===== src/rtl/inst_fetch_pkg.sv =====
// Shared widths, stall-bus bit positions and types for the instruction-fetch front end.
package inst_fetch_pkg;

    localparam int STALL_WD    = 6;
    localparam int STALL_PC    = 0;
    localparam int STALL_IF    = 1;
    localparam int STALL_ID    = 2;
    localparam int IF_TO_ID_WD = 33;
    localparam int BR_WD       = 33;

    typedef logic [STALL_WD-1:0] stall_bus_t;

    typedef struct packed {
        logic        br_e;
        logic [31:0] br_addr;
    } br_bus_t;

    typedef enum logic [0:0] {
        HB_PASS = 1'b0,
        HB_HOLD = 1'b1
    } hold_state_e;

    // Sequential fetch address; wraps naturally at 2^32.
    function automatic logic [31:0] pc_incr(input logic [31:0] pc);
        return pc + 32'd4;
    endfunction

endpackage


===== src/rtl/inst_fetch_if.sv =====
// Instruction SRAM port bundle: fetch side is master, memory side is slave.
interface inst_fetch_if;

    logic        inst_sram_en;
    logic [3:0]  inst_sram_wen;
    logic [31:0] inst_sram_addr;
    logic [31:0] inst_sram_wdata;
    logic [31:0] inst_sram_rdata;

    modport master (
        output inst_sram_en,
        output inst_sram_wen,
        output inst_sram_addr,
        output inst_sram_wdata,
        input  inst_sram_rdata
    );

    modport slave (
        input  inst_sram_en,
        input  inst_sram_wen,
        input  inst_sram_addr,
        input  inst_sram_wdata,
        output inst_sram_rdata
    );

endinterface


===== src/rtl/inst_fetch_hold_buf.sv =====
// Instruction hold buffer: freezes the instruction seen by decode while decode is stalled,
// compensating for the one-cycle synchronous SRAM read.
module inst_hold_buf
    import inst_fetch_pkg::*;
(
    input  logic        clk,
    input  logic        rst,
    input  logic        hold,
    input  logic [31:0] rdata,
    output logic [31:0] inst
);

    hold_state_e state_q;
    hold_state_e state_d;
    logic [31:0] hold_q;
    logic [31:0] hold_d;

    // State and buffer register.
    always_ff @(posedge clk) begin
        if (rst) begin
            state_q <= HB_PASS;
            hold_q  <= 32'h0000_0000;
        end else begin
            state_q <= state_d;
            hold_q  <= hold_d;
        end
    end

    // Next state, buffer capture and the instruction presented to decode.
    always_comb begin
        state_d = state_q;
        hold_d  = hold_q;
        inst    = rdata;
        case (state_q)
            HB_PASS: begin
                inst = rdata;
                if (hold) begin
                    hold_d  = rdata;
                    state_d = HB_HOLD;
                end else begin
                    state_d = HB_PASS;
                end
            end
            HB_HOLD: begin
                inst = hold_q;
                if (!hold) begin
                    state_d = HB_PASS;
                end else begin
                    state_d = HB_HOLD;
                end
            end
            default: begin
                inst    = rdata;
                state_d = HB_PASS;
            end
        endcase
    end

endmodule


===== src/rtl/inst_fetch.sv =====
// Instruction-fetch front end: PC register, pending-branch capture across PC stalls,
// instruction SRAM request and the decode-side hold buffer.
module inst_fetch
    import inst_fetch_pkg::*;
#(
    parameter logic [31:0] RESET_PC = 32'hBFC0_0000
) (
    input  logic                   clk,
    input  logic                   rst,
    input  stall_bus_t             stall,
    input  logic [BR_WD-1:0]       br_bus,
    output logic [IF_TO_ID_WD-1:0] if_to_id_bus,
    output logic [31:0]            id_inst,
    inst_fetch_if.master           sram
);

    localparam logic [31:0] PC_RESET_VAL = RESET_PC - 32'd4;

    br_bus_t     br_s;
    logic        stall_pc_s;
    logic        stall_id_s;
    logic        unused_stall_s;
    logic [31:0] next_pc_s;

    logic [31:0] pc_q;
    logic [31:0] pc_d;
    logic        ce_q;
    logic        ce_d;
    logic        pend_valid_q;
    logic        pend_valid_d;
    logic [31:0] pend_addr_q;
    logic [31:0] pend_addr_d;

    assign br_s       = br_s_cast(br_bus);
    assign stall_pc_s = stall[STALL_PC];
    assign stall_id_s = stall[STALL_ID];
    // The IF bit only ever accompanies a PC stall, so PC stall alone governs fetch.
    assign unused_stall_s = ^{stall[STALL_WD-1:3], stall[STALL_IF]};

    function automatic br_bus_t br_s_cast(input logic [BR_WD-1:0] raw);
        return br_bus_t'(raw);
    endfunction

    // Next fetch address: live redirect beats a parked one, else sequential.
    always_comb begin
        next_pc_s = pc_incr(pc_q);
        if (br_s.br_e) begin
            next_pc_s = br_s.br_addr;
        end else if (pend_valid_q) begin
            next_pc_s = pend_addr_q;
        end else begin
            next_pc_s = pc_incr(pc_q);
        end
    end

    // PC advance and pending-branch capture while the PC is stalled.
    always_comb begin
        pc_d         = pc_q;
        ce_d         = ce_q;
        pend_valid_d = pend_valid_q;
        pend_addr_d  = pend_addr_q;
        if (!stall_pc_s) begin
            pc_d         = next_pc_s;
            ce_d         = 1'b1;
            pend_valid_d = 1'b0;
        end else if (br_s.br_e) begin
            pend_valid_d = 1'b1;
            pend_addr_d  = br_s.br_addr;
        end else begin
            pend_valid_d = pend_valid_q;
        end
    end

    // Fetch state registers.
    always_ff @(posedge clk) begin
        if (rst) begin
            pc_q         <= PC_RESET_VAL;
            ce_q         <= 1'b0;
            pend_valid_q <= 1'b0;
            pend_addr_q  <= 32'h0000_0000;
        end else begin
            pc_q         <= pc_d;
            ce_q         <= ce_d;
            pend_valid_q <= pend_valid_d;
            pend_addr_q  <= pend_addr_d;
        end
    end

    assign if_to_id_bus         = {ce_q, pc_q};
    assign sram.inst_sram_en    = ce_q;
    assign sram.inst_sram_wen   = 4'b0000;
    assign sram.inst_sram_addr  = pc_q;
    assign sram.inst_sram_wdata = 32'h0000_0000;

    inst_hold_buf u_hold_buf (
        .clk   (clk),
        .rst   (rst),
        .hold  (stall_id_s),
        .rdata (sram.inst_sram_rdata),
        .inst  (id_inst)
    );

endmodule


===== src/flat_wrapper.sv =====
// flat-port wrapper written by rule: the top's interface ports become plain ports
module inst_fetch_flat import inst_fetch_pkg::*;
#(
    parameter logic [31:0] RESET_PC = 32'hBFC0_0000
)
  (clk, rst, stall, br_bus, if_to_id_bus, id_inst, sram_inst_sram_en, sram_inst_sram_wen, sram_inst_sram_addr, sram_inst_sram_wdata, sram_inst_sram_rdata);
  inst_fetch_if sram_i ();
  input  logic clk;
  input  logic rst;
  input  stall_bus_t stall;
  input  logic [BR_WD-1:0] br_bus;
  output logic [IF_TO_ID_WD-1:0] if_to_id_bus;
  output logic [31:0] id_inst;
  output wire logic [$bits(sram_i.inst_sram_en)-1:0] sram_inst_sram_en;
  output wire logic [$bits(sram_i.inst_sram_wen)-1:0] sram_inst_sram_wen;
  output wire logic [$bits(sram_i.inst_sram_addr)-1:0] sram_inst_sram_addr;
  output wire logic [$bits(sram_i.inst_sram_wdata)-1:0] sram_inst_sram_wdata;
  input wire logic [$bits(sram_i.inst_sram_rdata)-1:0] sram_inst_sram_rdata;
  assign sram_inst_sram_en = sram_i.inst_sram_en;
  assign sram_inst_sram_wen = sram_i.inst_sram_wen;
  assign sram_inst_sram_addr = sram_i.inst_sram_addr;
  assign sram_inst_sram_wdata = sram_i.inst_sram_wdata;
  assign sram_i.inst_sram_rdata = sram_inst_sram_rdata;
  inst_fetch #(.RESET_PC(RESET_PC)) u_core (.clk(clk), .rst(rst), .stall(stall), .br_bus(br_bus), .if_to_id_bus(if_to_id_bus), .id_inst(id_inst), .sram(sram_i));
endmodule

===== config.mk =====
export PLATFORM = sky130hd
export DESIGN_NAME = inst_fetch_flat
export DESIGN_NICKNAME = d
export VERILOG_FILES = /design/src/rtl/inst_fetch_pkg.sv /design/src/rtl/inst_fetch_if.sv /design/src/rtl/inst_fetch_hold_buf.sv /design/src/rtl/inst_fetch.sv /design/src/flat_wrapper.sv
export SDC_FILE = /design/constraint.sdc
export NUM_CORES = 1
export LEC_CHECK = 0
export BUFFER_PORTS_ARGS = -buffer_cell sky130_fd_sc_hd__buf_2
export CAP_MARGIN = 20
export CORE_MARGIN = 1.5
export CORE_UTILIZATION = 40
export CTS_CLUSTER_DIAMETER = 40
export DETAILED_ROUTE_END_ITERATION = 12
export PLACE_DENSITY = 0.67
export SLEW_MARGIN = 20
export SYNTH_ARGS = -nofsm -noshare
export SYNTH_HDL_FRONTEND = slang
export SYNTH_SLANG_ARGS = --single-unit

===== constraint.sdc =====
create_clock -name clk -period 4.77 [get_ports clk]
set_input_delay 0.954 -clock clk [delete_from_list [all_inputs] [get_ports clk]]
set_output_delay 0.954 -clock clk [all_outputs]
set_load 0.05 [all_outputs]

==> impl_metrics.ini <==
[setup_path]
cp_slowest_stage_delay_ns = 0.60
cp-start-kind = primary input
worst-setup-path-type = in2reg
cp.depth = 7
crit_path_max_fanout = 38
r2r-start = u_core.sram.inst_sram_addr[2]$_SDFFE_PP1N_
crit_path_top_delay_cell = buf_2
worst_setup_path_end_kind = flop
rr_endpoint = u_core.sram.inst_sram_addr[26]$_SDFFE_PP1N_
cp_num_buf_inv = 2
cp.arrival_ns = 2.91
worstSetupStartpoint = br_bus[32]
crit_chain = buf_2, nor2b_2, buf_4, a221o_1, a21oi_1, nor2_1, o22a_1
rrSetupSlack_ns = 2.58
r2r_cells = 6
critPathRequiredTime_ns = 5.01
crit_family = buffers and inverters

[sta]
finalHoldViolCount = 0
tightest_slew_ns = 1.125
setup_viol = 0
relSlewSlack_pct = 25.00
finalCritPeriodShare_pct = 56.02
drv_slew = 0
skew_ns = 0.006617
rsz0062_at_grt = no
fmaxAchievable_mhz = 374.2
min_period_ns = 2.672
fin_setup_tns_ns = 0
setup_slack_ns = 2.098

[clock_network]
cts_resized = 0
clk_pin_slew_ns = 0.07
numCtsBuffers = 9
clockBufferDepth = 2
postCtsSetupBuffers = 0
cts_root_buf = clkbuf_16
h-tree-depth = 3
hold_buffers = 0
clock_latency_ns = 0.35
clock_sinks = 99
cts_tree = built

[detailed_routing]
dr.pass1.iters = 5
wl_mm = 13.68
routed-via-count = 4942
vias_per_cell = 5.169
drtAntennaViolNets = 0
wl_per_cell_um = 14.31
drcViolationCount = 0
drt_iter0_markers = 364

[cells_and_area]
area_delta_synth_final_pct = 14.47
drive_above_1_share_pct = 30.81
final_cells = 956
multi_input_area_um2 = 2745
num-fill-cells = 1338
seq_area_um2 = 1982
nets = 849

[placement]
gp_congestion = 0.7828
dp.cells = 940
place_ws_ns = 1.751
port_buffers = 166
dp_hpwl_mm = 9.153

[logic_synthesis]
yosysMostFrequentCell = nand2_1
syn-mean-instance-area_um2 = 8.030
yosysSeqAreaShare_pct = 36.84
synth_area_um2 = 5380
synthTopCellsByCount = nand2_1 (148), a21oi_1 (100), dfxtp_1 (99)
ys_seq_elements = 99
synthArstFlopShare_pct = 0
ys_warn_count = 0
synth_cells = 670
ys.flop_type = dfxtp_1
synth_top_cell_by_area = dfxtp_1
synth-edff-count = 0
synth.area.top_cells = dfxtp_1 (37%), nand2_1 (10%), buf_4 (9.8%), a21oi_1 (9.3%), mux2_2 (6.7%)
synth_cell_types = 55
yosys.area.top_type_share_pct = 36.84

[hold_path]
min_from = u_core.pend_addr_q[0]$_SDFFE_PP0P_
min-delay-path-class = reg2reg
whs_endpoint = u_core.pend_addr_q[0]$_SDFFE_PP0P_
holdPathStages = 2

[grt]
grt_max_degree = 75
antenna_found_initial = 3
grtUsageTotal_pct = 19.00
grt_pass1_vias = 4149
grt_pass1_wl_mm = 21.57
grt_overflow_total = 0

[floorplanning]
io-pin-count = 207
core_area_um2 = 13190
initial_utilization_pct = 40.79
die_h_um = 119.0
fp.dieW_um = 119.0
row_count = 42
dieArea_um2 = 14160

[power]
power_uw = 2335
p_leak_uw = 0.002660
p_per_area_nw_per_um2 = 379.1
ir_drop_v = 0.0001399

[run]
cap_viol_max_count = 0

[status]
status = completed
[layout by cell type (no fill, tap or decap), drive strengths merged, types with 2 or more instances in the layout]
cell / n
o21a: 4
or2: 3
nand2: 148
clkbuf: 13
nor4: 5
nand3: 18
conb: 36
a2bb2oi: 9
a221oi: 17
and3: 6
a21oi: 100
nor2: 25
a211o: 4
and4: 4
clkinv: 2
mux2i: 3
nand4: 6
a211oi: 2
mux2: 32
dfxtp: 99
a31oi: 5
buf: 173
nand2b: 6
inv: 12
a221o: 10
o22a: 5
nor2b: 5
o21ai: 12
nor3: 4
[power breakdown]
group          switching [uW]  total, uW  internal (uW)
Combinational             519        697            179
Sequential               56.7        937            881
Clock                     308        700            392
[through the flow]
stage	utilization, %	hold slack [ns]	instance area (um2)
after floorplan	-	0.4312	5512
after global placement	44.55	0.4412	5876
after detailed placement	44.55	0.4445	5876
after CTS	46.67	0.4534	6156
after global routing	46.67	0.4682	6156
final	46.69	0.4500	6158
[area by class of cell]
type / count / share of cell area [%]
multi-input combinational: 480 / 44.58
inverter: 12 / 0.7314
timing repair buffer: 173 / 14.34
sequential: 99 / 32.18
antenna: 1 / 0.04063
clock inverter: 2 / 0.1625
tap: 176 / 3.576
clock buffer: 13 / 4.388
[cells by family after synthesis]
logic type                 count (synthesis)  share of synthesized area, %
muxes                                     35                         7.256
buffers and inverters                    126                         14.72
and+or+nand+nor                          233                         20.21
other                                      1                       0.06970
AOI/OAI and AO/OA                        175                         20.67
DFF                                       99                         36.84
adders and majority gates                  1                        0.2325
[worst min-delay path, delay by kind of cell (launching register included)]
kind / cells / cell delay (ns)
AOI/OAI and AO/OA: 1 / 0.05
DFF: 1 / 0.31
and+or+nand+nor: 1 / 0.05
[per-layer routing]
metal / global-route usage [%] / vias to the layer above / part of all wire (%)
met5: 0 / - / 0.17
li1: - / 2439 / -
met1: 25.19 / 2251 / 45
met3: 4.741 / 19 / 8.1
met2: 29.76 / 229 / 45
met4: 7.380 / 4 / 1.6
[registers in the layout, summed over array words and instances, names as in the netlist]
name,count
u_core.pend_addr_q,32
u_core.sram.inst_sram_addr,32
u_core.u_hold_buf.hold_q,32
u_core.pend_valid_q,1
u_core.sram.inst_sram_en,1
u_core.u_hold_buf.state_q,1
[how the worst max path moves through the flow]
stage                                                              to  slack [ns]
after floorplan                                           id_inst[10]        2.47
final                     u_core.sram.inst_sram_addr[18]$_SDFFE_PP1N_        2.10
after global placement    u_core.sram.inst_sram_addr[11]$_SDFFE_PP1N_        1.76
after detailed placement  u_core.sram.inst_sram_addr[18]$_SDFFE_PP1N_        1.75
after CTS                 u_core.sram.inst_sram_addr[18]$_SDFFE_PP1N_        2.12
after global routing       u_core.sram.inst_sram_addr[6]$_SDFFE_PP1N_        1.99
Note: power is estimated with default switching activity, not from simulation.
